<file path="config.mk">
export PLATFORM = sky130hd
export DESIGN_NAME = inst_fetch_unit
export DESIGN_NICKNAME = d
export VERILOG_FILES = /design/src/rtl/npc_pkg.sv /design/src/rtl/ifu_reuse_buf.sv /design/src/rtl/inst_fetch_unit.sv
export SDC_FILE = /design/constraint.sdc
export NUM_CORES = 1
export LEC_CHECK = 0
export ABC_AREA = 1
export CORE_UTILIZATION = 40
export CTS_BUF_LIST = sky130_fd_sc_hd__clkbuf_16
export DETAILED_ROUTE_END_ITERATION = 10
export GPL_ROUTABILITY_DRIVEN = 0
export PLACE_DENSITY = 0.76
export SLEW_MARGIN = 20
export SYNTH_ARGS = -nofsm -noshare
export SYNTH_HDL_FRONTEND = slang
export SYNTH_HIERARCHICAL = 1
export SYNTH_SLANG_ARGS = --single-unit
</file>
<file path="constraint.sdc">
create_clock -name clk -period 1.5 [get_ports clk]
set_input_delay 0.3 -clock clk [delete_from_list [all_inputs] [get_ports clk]]
set_output_delay 0.3 -clock clk [all_outputs]
set_load 0.02 [all_outputs]
</file>
<file path="src/rtl/npc_pkg.sv">
// npc_pkg: shared fetch-unit state encoding, NOP word and fault cause codes
package npc_pkg;
  typedef enum logic [1:0] {IDLE, REQ, WAIT, HOLD} ifu_state_t;
  localparam logic [31:0] NOP_INST = 32'h00000013;
  localparam logic [1:0] FC_NONE = 2'd0;
  localparam logic [1:0] FC_MISALIGN = 2'd1;
  localparam logic [1:0] FC_BUSERR = 2'd2;
endpackage

</file>
<file path="src/rtl/ifu_reuse_buf.sv">
// ifu_reuse_buf: one-entry tag/data buffer with address compare for refetch reuse
module ifu_reuse_buf #(
  parameter int ADDR_WIDTH = 32,
  parameter int DATA_WIDTH = 32
) (
  input  logic                  clk,
  input  logic                  rst,
  input  logic                  clr,
  input  logic                  load,
  input  logic [ADDR_WIDTH-1:0] load_addr,
  input  logic [DATA_WIDTH-1:0] load_data,
  input  logic [ADDR_WIDTH-1:0] lookup_addr,
  output logic                  hit,
  output logic [DATA_WIDTH-1:0] data
);
  logic                  tag_valid;
  logic [ADDR_WIDTH-1:0] tag_addr;
  always_ff @(posedge clk) begin
    if (rst || clr) tag_valid <= 1'b0;
    else if (load) begin
      tag_valid <= 1'b1;
      tag_addr  <= load_addr;
      data      <= load_data;
    end
  end
  assign hit = tag_valid && lookup_addr == tag_addr;
endmodule

</file>
<file path="src/rtl/inst_fetch_unit.sv">
// inst_fetch_unit: fetches the word at pc over a valid/ready bus and holds it until consumed.
// Define IFU_REUSE_EN to add a one-entry buffer that skips the bus when pc repeats.
module inst_fetch_unit import npc_pkg::*; #(
  parameter int ADDR_WIDTH = 32,
  parameter int DATA_WIDTH = 32,
  parameter logic [DATA_WIDTH-1:0] NOP_INST = npc_pkg::NOP_INST,
  parameter int CNT_WIDTH = 32
) (
  input  logic                  clk,
  input  logic                  global_rst,
  input  logic [ADDR_WIDTH-1:0] pc,
  input  logic                  core_ready,
  input  logic                  flush,
  output logic [DATA_WIDTH-1:0] inst,
  output logic                  inst_valid,
  output logic                  inst_fault,
  output logic [1:0]            fault_cause,
  output logic                  mem_req_valid,
  input  logic                  mem_req_ready,
  output logic [ADDR_WIDTH-1:0] mem_req_addr,
  input  logic                  mem_rsp_valid,
  input  logic [DATA_WIDTH-1:0] mem_rsp_data,
  input  logic                  mem_rsp_err,
  output logic [CNT_WIDTH-1:0]  fetch_count
);
  ifu_state_t              state;
  logic [ADDR_WIDTH-1:2]   addr_q;
  logic                    drop;
  logic                    reuse_hit;
  logic [DATA_WIDTH-1:0]   reuse_data;
  assign mem_req_addr = {addr_q, 2'b00};
`ifdef IFU_REUSE_EN
  logic rsp_seen;
  assign rsp_seen = state == WAIT && mem_rsp_valid;
  ifu_reuse_buf #(.ADDR_WIDTH(ADDR_WIDTH), .DATA_WIDTH(DATA_WIDTH)) u_reuse (
    .clk(clk),
    .rst(global_rst),
    .clr(flush || (rsp_seen && mem_rsp_err)),
    .load(rsp_seen && !mem_rsp_err && !drop),
    .load_addr(mem_req_addr),
    .load_data(mem_rsp_data),
    .lookup_addr(pc),
    .hit(reuse_hit),
    .data(reuse_data)
  );
`else
  assign reuse_hit = 1'b0;
  assign reuse_data = NOP_INST;
`endif
  always_ff @(posedge clk) begin
    if (global_rst) begin
      state         <= IDLE;
      addr_q        <= '0;
      inst          <= NOP_INST;
      inst_valid    <= 1'b0;
      inst_fault    <= 1'b0;
      fault_cause   <= FC_NONE;
      mem_req_valid <= 1'b0;
      drop          <= 1'b0;
      fetch_count   <= '0;
    end else begin
      case (state)
        IDLE: begin
          addr_q <= pc[ADDR_WIDTH-1:2];
          if (!flush) begin
            if (pc[1:0] != 2'b00) begin
              state       <= HOLD;
              inst_valid  <= 1'b1;
              inst_fault  <= 1'b1;
              fault_cause <= FC_MISALIGN;
            end else if (reuse_hit) begin
              state      <= HOLD;
              inst_valid <= 1'b1;
              inst       <= reuse_data;
            end else begin
              state         <= REQ;
              mem_req_valid <= 1'b1;
            end
          end
        end
        REQ: begin
          // a flushed request still completes its handshake; only the response is dropped
          drop <= drop || flush;
          if (mem_req_ready) begin
            state         <= WAIT;
            mem_req_valid <= 1'b0;
          end
        end
        WAIT: begin
          if (mem_rsp_valid) begin
            fetch_count <= fetch_count + CNT_WIDTH'(1);
            drop        <= 1'b0;
            if (drop || flush) state <= IDLE;
            else begin
              state       <= HOLD;
              inst_valid  <= 1'b1;
              inst        <= mem_rsp_err ? NOP_INST : mem_rsp_data;
              inst_fault  <= mem_rsp_err;
              fault_cause <= mem_rsp_err ? FC_BUSERR : FC_NONE;
            end
          end else drop <= drop || flush;
        end
        HOLD: begin
          if (flush || core_ready) begin
            state       <= IDLE;
            inst_valid  <= 1'b0;
            inst_fault  <= 1'b0;
            fault_cause <= FC_NONE;
            inst        <= NOP_INST;
          end
        end
        default: state <= IDLE;
      endcase
    end
  end
endmodule
</file>
==> results of run 1 <==
power breakdown:
group          internal, W  switching, W
Sequential         0.00327      0.000299
Clock              0.00111       0.00101
Combinational      0.00229       0.00328
Total              0.00667       0.00459
repair_timing:
item | CTS | global route
buffers inserted | 10 | 2
resized for setup | 164 | 88
setup endpoints to repair | 152 | 90
gates cloned | 4 | 1
pin swaps | 28 | 46
path summary, 6_finish.rpt:
kind / from / endpoint / slack, ps / depth (start not counted)
setup / recovery: state[0]$_SDFFE_PP0P_ / inst[8]$_SDFFE_PP0P_ / -130 / 9
hold reg to reg: inst[2]$_SDFFE_PP0P_ / inst[2]$_SDFFE_PP0P_ / 460 / 2
setup reg to reg: state[0]$_SDFFE_PP0P_ / inst[8]$_SDFFE_PP0P_ / -130 / 9
hold / removal: global_rst / fetch_count[17]$_SDFFE_PP0P_ / 380 / 3
flip-flops by register name, summed over array words and instances, names as in the netlist:
register	flops
inst	32
inst_valid	1
drop	1
state	2
inst_fault	1
mem_req_valid	1
fault_cause	2
addr_q	30
fetch_count	32
logic make-up (layout without fill, tap and decap cells):
| kind of cell | after synthesis | after routing | share of synthesized area, % |
|---|---|---|---|
| simple gates | 319 | 319 | 32.6 |
| buf+inv | 80 | 294 | 7.94 |
| fa+ha+maj | 7 | 7 | 1.94 |
| flops | 102 | 102 | 45.3 |
| xor+xnor | 5 | 5 | 0.972 |
| other cells | 1 | 2 | 0.0832 |
| compound gates | 96 | 96 | 11.1 |
layer usage:
metal / vias to the layer above / GRT usage (%) / part of all wire (%)
met1: 2307 / 29.5 / 40
met3: 31 / 5.67 / 6.8
met2: 182 / 43.4 / 50
li1: 2392 / - / -
met4: 0 / 9.10 / 2.5
met5: - / 0 / 0
worst max-delay path: cells and delay by family (launching register included):
family | cells | cell delay [ps]
AOI/OAI and AO/OA | 1 | 150
adders and majority gates | 1 | 200
DFF | 1 | 380
and+or+nand+nor | 4 | 440
buffers and inverters | 3 | 370
metrics by stage:
step	hold WS (ps)	setup TNS, ps
after floorplan	435	0
after global placement	451	-18540
after detailed placement	456	-21900
after CTS	373	-1690
after global routing	397	-7190
final	375	-3210
cell usage in the layout (no fill, tap or decap), types with 5 or more instances in the layout:
master / netlist / final
o21ai_1: 0 / 5
inv_1: 47 / 45
nand2_2: 3 / 15
nor2_4: 6 / 15
a21oi_1: 42 / 14
dlygate4sd2_1: 0 / 99
nor2_1: 114 / 106
dfxtp_1: 102 / 98
nand2_1: 109 / 94
buf_6: 5 / 7
nand3_1: 47 / 13
nand3_2: 4 / 20
clkbuf_16: 0 / 9
buf_4: 5 / 42
a21oi_2: 0 / 28
nor2_2: 6 / 5
nand4_1: 12 / 12
clkdlybuf4s50_1: 0 / 69
o21ai_0: 45 / 36
nor3_1: 7 / 6
nand3_4: 1 / 19
Yosys cell counts:
cell type  count  share of area (%)
inv_2          4               0.33
nor2_8         1               0.44
buf_6          5                1.2
nand4_1       12                1.7
nor2_1       114                9.5
nand3_1       47                5.2
a31oi_1        2               0.28
nor2_4         6                1.5
xnor2_1        2               0.39
o21a_1         1               0.17
ha_1           7                1.9
nand2_1      109                9.1
a21oi_1       42                4.7
inv_1         47                3.9
nor3b_2        2               0.56
o21bai_1       2               0.33
nand3_2        4               0.89
nor3_2         2               0.44
conb_1         1              0.083
nand3_4        1               0.39
nand2_4        1               0.25
buf_4          5               0.83
o21ai_0       45                5.0
a21o_1         1               0.17
nand3b_1       1               0.17
buf_2          1               0.11
o22ai_1        1               0.14
nor3b_1        2               0.33
xor2_1         3               0.58
nor3_1         7               0.78
clkbuf_1      18                1.5
o311a_1        1               0.22
nand2_2        3               0.42
nor2_2         6               0.83
or2_2          1               0.14
a211oi_1       1               0.17
dfxtp_1      102                 45
cell type report:
cell class | instances | share of cell area, %
multi-input cells | 429 | 35.9
repair buffers | 225 | 27.9
flip-flops and latches | 102 | 27.2
clock buffers | 9 | 2.99
inverters | 51 | 2.74
well taps | 140 | 2.32
clock inverters | 7 | 0.547
repair inverters | 2 | 0.332
==> impl_metrics.csv, run 1 <==
group,metric,value,unit
outcome,status,"complete, but fails checks",
outcome,violations,"negative setup slack",
timing,hold_viol,0,
drt,wl,14800,um
pwr,p_total,0.0113,W
timing,finalSetupViolCount,45,
setup_path,crit_path_end_kind,"flip-flop",
clock_network,h-tree-depth,3,
timing,period_share,108,%
setup_path,worstPathMaxFanout,8,
final_layout,instances_no_fill,965,
global_route,grt_pass1_vias,4829,
pwr,p_leak,3.29,nW
die,die_y,108,um
die,coreArea,10900,sq um
timing,fin_ws,-127,ps
timing,tightest_slew,522,ps
global_route,overflow,0,
final_layout,drive_gt1_share,24.5,%
clock_network,cts-root-buf,"clkbuf_16",
die,die_w,108,um
synthesis,avgSynthCellArea,7.39,sq um
clock_network,clock_tree.buffer_depth,2,
timing,fin_worst_skew,9.45,ps
final_layout,fin_util,69.3,%
setup_path,max_stage_delay,380,ps
final_layout,diodes,0,
placed_design,place_inst,934,
die,ios,172,
placed_design,portBuffers,169,
die,start_util,41.4,%
timing,slew_headroom,65.2,%
setup_path,crit_type,"flip-flop to flip-flop",
min_path,hold_path.class,"input pin to flip-flop",
drt,vias,4912,
final_layout,nets,898,
setup_path,path_cells,"inv_4, ha_4, nand2_4, nand3_4, nor2_4, buf_6, buf_16, nand3_2, a21oi_1",
synthesis,ys_warn_count,6,
synthesis,ys_ff_latch,102,
die,die-area,11700,sq um
setup_path,critPathArrivalTime,1900,ps
timing,max_freq,614,MHz
placed_design,post-dp-hpwl,9510,um
clock_network,path_clk_slew,70,ps
timing,period_needed,1630,ps
flow_run,cap_violations,0,
global_route,antenna_found_initial,0,
synthesis,synth.distinct_cells,37,
setup_path,required,1770,ps
timing,grt_setup_unrepaired,"true",
pwr,power.density,1490,nW/um^2
clock_network,numCtsBuffers,9,
final_layout,seq_area,2050,sq um
global_route,track_usage,24.8,%
timing,drv_slew,0,
drt,post_drt_wl_per_cell,15.3,um
final_layout,syn_to_final_growth,67.4,%
final_layout,postLayoutCellArea,7540,sq um
placed_design,dp_slack,-435,ps
final_layout,multi_input_area,2710,sq um
setup_path,start_kind,"flip-flop",
drt,ant_nets,0,
clock_network,tritoncts,"done",
synthesis,synthesis.area,4510,sq um
placed_design,placed_area,6600,sq um
clock_network,clk_latency,340,ps
clock_network,hold_buffers,0,
synthesis,synth_cells,610,
clock_network,numClockSinks,102,
synthesis,ys_seq_area_share,45.3,%
die,row_count,38,
drt,drtPass1Iterations,4,
drt,drc,0,
drt,drtIter0Drc,266,
global_route,grt_pass1_wl,23100,um
global_route,grt_max_degree,35,
pwr,vdd_ir_drop_max,0.00100,V
setup_path,crit_slowest_cell,"dfxtp_4",
drt,vias_per_cell,5.09,
final_layout,n_fill_cell,879,
(Power assumes the default switching activity.)
==> inputs of run 2 (changes only) <==
Settings changed: CORE_UTILIZATION 40 to 44, PLACE_DENSITY 0.76 to 0.79, RECOVER_POWER set to 25.
Clock period 1.5 ns to 1.6 ns, I/O delays scaled along.
==> run 2 against run 1 <==
  * The run still ends with negative setup slack left
  * Register-to-register slack better by 100 ps
  * Worst hold slack better by 71 ps
  * Power is 13% lower
  * Final cell count is 2.0% lower
  * Setup slack better by 100 ps
  * Critical path depth stayed put
  * Routed wire length is 8.7% lower
  * Sequential cell count stayed put
  * Count of clock-buffer cells in the layout stayed put
  * Global-route usage is 0.28 points lower
  * Cell area is 7.4% lower
  * Via count is 2.8% lower
==> impl_metrics.csv, run 2 (synthesized netlist as in run 1, its figures left out) <==
group,metric,value,unit
outcome,status,"complete, but fails checks",
outcome,violations,"negative setup slack",
timing,fin_worst_skew,11.3,ps
die,die_y,103,um
setup_path,cp-endpoint,"fault_cause[0]$_SDFFE_PP0P_",
setup_path,crit_slowest_cell,"dfxtp_2",
timing,setup_tns,-39.2,ps
setup_path,worstPathMaxFanout,6,
setup_path,crit_type,"flip-flop to flip-flop",
final_layout,layout_common_cells,"108 x nor2_1, 100 x nand2_1, 99 x dfxtp_1",
drt,ant_nets,0,
setup_path,crit_top_cell,"nand2_4",
setup_path,worst-path-buf-inv,2,
setup_path,crit_path_start,"state[1]$_SDFFE_PP0P_",
die,ios,172,
timing,max_freq,615,MHz
drt,drtIter0Drc,179,
timing,period_needed,1630,ps
global_route,grt_pass1_wl,20600,um
drt,drc,0,
placed_design,place_inst,921,
placed_design,post-dp-hpwl,9350,um
clock_network,cts-root-buf,"clkbuf_16",
clock_network,tritoncts,"done",
pwr,vdd_ir_drop_max,0.00118,V
timing,drv_slew,0,
setup_path,r2r_setup_slack,-30,ps
setup_path,path_delay_family,"simple AND/OR/NAND/NOR gates",
clock_network,numCtsBuffers,9,
placed_design,portBuffers,169,
setup_path,path_depth,9,
final_layout,final_common_cell,"nor2_1",
setup_path,crit_path_end_kind,"flip-flop",
global_route,grt_pass1_vias,4545,
drt,vias,4775,
final_layout,n_fill_cell,816,
global_route,grt_max_degree,35,
clock_network,path_clk_slew,80,ps
timing,finalSetupViolCount,3,
global_route,overflow,0,
timing,fin_ws,-26.4,ps
drt,vias_per_cell,5.05,
die,die_w,103,um
global_route,antenna_found_initial,0,
clock_network,numClockSinks,102,
timing,hold_viol,0,
setup_path,required,1840,ps
timing,period_share,102,%
clock_network,h-tree-depth,3,
final_layout,instances_no_fill,946,
timing,grt_setup_unrepaired,"true",
clock_network,clock_tree.buffer_depth,2,
global_route,track_usage,24.5,%
setup_path,worstReg2RegEnd,"fault_cause[0]$_SDFFE_PP0P_",
drt,post_drt_wl_per_cell,14.3,um
final_layout,diodes,0,
flow_run,cap_violations,0,
pwr,p_leak,3.25,nW
setup_path,rr_worst_depth,9,
setup_path,path_cells,"buf_6, inv_2, ha_4, nand2_4, nand2_4, nor2_2, nand4_1, o21ai_1, nor2_1",
final_layout,reg_top3,"fetch_count: 32 flops, inst: 32 flops, addr_q: 30 flops",
clock_network,clk_latency,350,ps
drt,wl,13500,um
die,coreArea,9860,sq um
die,die-area,10600,sq um
setup_path,r2r-start,"state[1]$_SDFFE_PP0P_",
setup_path,max_stage_delay,360,ps
min_path,hold_path.class,"input pin to flip-flop",
pwr,power.density,1400,nW/um^2
die,start_util,45.7,%
setup_path,start_kind,"flip-flop",
drt,drtPass1Iterations,4,
final_layout,syn_to_final_growth,55.0,%
final_layout,drive_gt1_share,15.3,%
die,row_count,36,
setup_path,critPathArrivalTime,1860,ps
final_layout,nets,886,
run 2: changes by cell type in the layout (fill, tap and decap cells not counted), moves of 3 or more:
cell,delta
a21oi_1,+24
a21oi_2,-24
buf_6,-5
dlygate4sd2_1,-5
dlymetal6s2s_1,+7
nand2_1,+6
nand2_2,-7
nand3_1,+33
nand3_2,-17
nand3_4,-16
nor2_4,-4
o21ai_0,+3
run 2: through the flow:
| stage | cell area, sq um | util [%] | hold WS (ps) | power (W) | setup WS (ps) |
|---|---|---|---|---|---|
| 2_1_floorplan | 4510 | - | 455 | 0.00567 | 6.30 |
| 3_3_place_gp | 6500 | 65.9 | 450 | 0.00722 | -277 |
| 3_5_place_dp | 6500 | 65.9 | 455 | 0.00735 | -369 |
| 4_1_cts | 6780 | 68.7 | 445 | 0.00950 | 1.01 |
| 5_1_grt | 6980 | 70.8 | 462 | 0.0103 | -98.7 |
| 6_report | 6980 | 70.8 | 446 | 0.00974 | -26.4 |
run 2: power breakdown:
group          internal (W)  switching [W]
Clock               0.00108        0.00105
Sequential          0.00305       0.000239
Combinational       0.00175        0.00257
Total               0.00588        0.00386
run 2: layout make-up:
| class | count | area [sq um] | share of cell area (%) |
|---|---|---|---|
| inverter | 51 | 204 | 2.92 |
| timing repair buffer | 215 | 1980 | 28.4 |
| clock buffer | 9 | 225 | 3.23 |
| multi-input combinational | 429 | 2300 | 32.9 |
| sequential | 102 | 2050 | 29.3 |
| clock inverter | 7 | 58.8 | 0.842 |
| tap | 133 | 166 | 2.38 |
run 2: worst min-delay path: cells and delay by family:
kind | cells | cell delay [ps]
buf+inv | 2 | 330
simple gates | 1 | 110
run 2: worst min path at each step:
stage | startpoint | end | slack, ps | depth (start not counted)
after global placement | inst[22]$_SDFFE_PP0P_ | inst[22]$_SDFFE_PP0P_ | 450 | 2
after global routing | global_rst | fetch_count[12]$_SDFFE_PP0P_ | 460 | 3
after detailed placement | inst[5]$_SDFFE_PP0P_ | inst[5]$_SDFFE_PP0P_ | 450 | 2
after floorplan | pc[30] | addr_q[30]$_SDFFE_PP0N_ | 450 | 2
after CTS | global_rst | fetch_count[27]$_SDFFE_PP0P_ | 450 | 3
final | global_rst | fetch_count[20]$_SDFFE_PP0P_ | 450 | 3
run 2: repair_timing:
item / 4_1_cts / 5_1_grt
hold buffers: 0 / 0
hold endpoints to repair: 0 / 0
gates cloned: 1 / 0
pin swaps: 5 / 22
setup buffers: 2 / 6
setup endpoints to repair: 149 / 56
resized for setup: 111 / 47
run 2: layer usage:
metal | vias to the layer above | share of wire (%) | global-route usage (%)
li1 | 2366 | - | -
met1 | 2220 | 41 | 28.4
met2 | 170 | 50 | 42.9
met3 | 19 | 7.2 | 7.86
met4 | 0 | 1.4 | 8.02
met5 | - | 0 | 0
==> inputs of run 3 (changes only) <==
Settings changed: REMOVE_ABC_BUFFERS set to 1.
==> run 3 against run 2 <==
  * The flow still finishes with violations (negative setup slack)
  * Non-clock buffer count down 8
  * Setup slack improved by 20 ps
  * Clock power grew 2%
  * Critical endpoint is now inst[28]$_SDFFE_PP0P_
  * Count of clock-buffer cells in the layout stayed put
  * Register-to-register slack gained 20 ps
  * Combinational power grew 5%
  * Via count about the same
  * Cell area increased by 0.48%
  * Routed wire length grew 0.70%
  * Sequential share of layout area is 0.12 points lower
==> impl_metrics.csv, run 3 (synthesized netlist as in run 1, its figures left out) <==
group,metric,value,unit
final_layout,drive_gt1_share,13.6,%
drt,wl_met1,5400,um
clock_network,clk_latency,330,ps
pwr,seqPwrFrac,33.0,%
setup_path,worstPathMaxFanout,8,
global_route,grt_pass1_vias,4418,
final_layout,nets,880,
timing,fin_worst_skew,7.93,ps
clock_network,clock_tree.buffer_depth,2,
die,ios,172,
final_layout,reg_top3,"fetch_count: 32 flops, inst: 32 flops, addr_q: 30 flops",
timing,period_needed,1610,ps
global_route,overflow,0,
clock_network,tritoncts,"done",
clock_network,h-tree-depth,3,
min_path,hold_path.class,"input pin to flip-flop",
die,start_util,45.7,%
clock_network,cts-root-buf,"clkbuf_16",
placed_design,portBuffers,169,
timing,fin_ws,-6.34,ps
pwr,power.density,1430,nW/um^2
drt,post_drt_wl_per_cell,14.5,um
setup_path,crit_type,"flip-flop to flip-flop",
global_route,antenna_found_initial,0,
final_layout,syn_to_final_growth,55.7,%
flow_run,cap_violations,0,
clock_network,numCtsBuffers,9,
pwr,switching_share,38.3,%
setup_path,required,1850,ps
final_layout,diodes,0,
pwr,p_leak,3.40,nW
final_layout,final_common_cell,"nor2_1",
setup_path,r2r_setup_slack,-6,ps
final_layout,instances_no_fill,940,
drt,drtPass1Iterations,5,
clock_network,path_clk_slew,70,ps
drt,drtIter0Drc,175,
setup_path,worstReg2RegEnd,"inst[28]$_SDFFE_PP0P_",
global_route,grt_pass1_wl,19500,um
outcome,violations,"negative setup slack",
drt,vias_per_cell,5.08,
timing,period_share,100,%
global_route,track_usage,23.3,%
timing,holdWs,444,ps
placed_design,dp_slack,-382,ps
final_layout,n_fill_cell,764,
placed_design,place_inst,916,
setup_path,rr_worst_depth,9,
outcome,status,"complete, but fails checks",
pwr,clkPwrFrac,21.7,%
setup_path,start_kind,"flip-flop",
pwr,p_sw,0.00383,W
timing,hold_viol,0,
pwr,p_int,0.00617,W
pwr,p_comb_share,45.2,%
placed_design,post-dp-hpwl,9100,um
die,row_count,36,
timing,max_freq,623,MHz
setup_path,crit_path_start,"state[0]$_SDFFE_PP0P_",
setup_path,critPathArrivalTime,1860,ps
final_layout,fin_util,71.1,%
die,die_y,103,um
die,die-area,10600,sq um
pwr,vdd_ir_drop_max,0.00100,V
clock_network,numClockSinks,102,
timing,grt_setup_unrepaired,"true",
final_layout,layout_common_cells,"109 x nor2_1, 103 x nand2_1, 100 x dfxtp_1",
drt,wl,13600,um
drt,vias,4778,
die,coreArea,9860,sq um
setup_path,crit_path_end_kind,"flip-flop",
drt,ant_nets,0,
global_route,grt_max_degree,53,
drt,wl_met2,6850,um
timing,drv_slew,0,
setup_path,cp-endpoint,"inst[28]$_SDFFE_PP0P_",
drt,top_layer_used,"met4",
drt,dr_wl_met3,1120,um
setup_path,r2r-start,"state[0]$_SDFFE_PP0P_",
die,die_w,103,um
drt,drc,0,
clock_network,hold_buffers,0,
timing,finalSetupViolCount,1,
-- run 3: per-layer routing --
layer,global-route usage [%],up-vias
li1,-,2353
met1,26.1,2187
met2,43.0,216
met3,5.24,22
met4,8.45,0
met5,0,-
-- run 3: per-stage QoR --
stage               power [W]  instance area [sq um]  TNS (ps)
global placement      0.00727                   6490    -15560
CTS                   0.00942                   6720     -8.35
detailed placement    0.00738                   6490    -17150
global route           0.0106                   7020      -388
finish                 0.0100                   7020     -6.34
floorplan             0.00539                   4340    -19500
-- run 3: power groups by stage --
stage | Sequential [W] | Clock [W] | Combinational [W]
floorplan | 0.00392 | 0 | 0.00147
global placement | 0.00332 | 0 | 0.00395
detailed placement | 0.00335 | 0 | 0.00403
CTS | 0.00330 | 0.00225 | 0.00387
global route | 0.00335 | 0.00233 | 0.00489
finish | 0.00330 | 0.00217 | 0.00452
-- run 3: worst max-delay path: stages (launching register included) --
cell and delay, ps:
dfxtp_2 330, inv_2 50, ha_4 190, nand2_1 170, nand3_4 110, nor2_4 160
buf_12 140, clkbuf_16 140, nand3_1 80, a21oi_1 160
-- run 3: worst min-delay path by stage --
stage,from,endpoint,slack [ps],cells after the start
6_report,global_rst,inst[5]$_SDFFE_PP0P_,440,3
5_1_grt,global_rst,fetch_count[12]$_SDFFE_PP0P_,460,3
2_1_floorplan,global_rst,fault_cause[1]$_SDFFE_PP0P_,390,1
4_1_cts,global_rst,fetch_count[10]$_SDFFE_PP0P_,440,3
3_3_place_gp,inst[22]$_SDFFE_PP0P_,inst[22]$_SDFFE_PP0P_,450,2
3_5_place_dp,inst_valid$_SDFFE_PP0P_,inst_valid$_SDFFE_PP0P_,460,2
-- run 3: cell type report --
class,count,area [sq um],share of cell area [%]
tap,133,166,2.37
inverter,51,204,2.91
timing repair inverter,2,17.5,0.250
sequential,102,2050,29.2
multi-input combinational,429,2250,32.0
clock buffer,9,225,3.21
timing repair buffer,207,2030,29.0
clock inverter,7,72.6,1.03
-- run 3: timing repair --
action	CTS	global route
cloned	0	5
setup endpoints to repair	127	68
resized for setup	89	56
pin swaps	3	14
buffers inserted	0	3
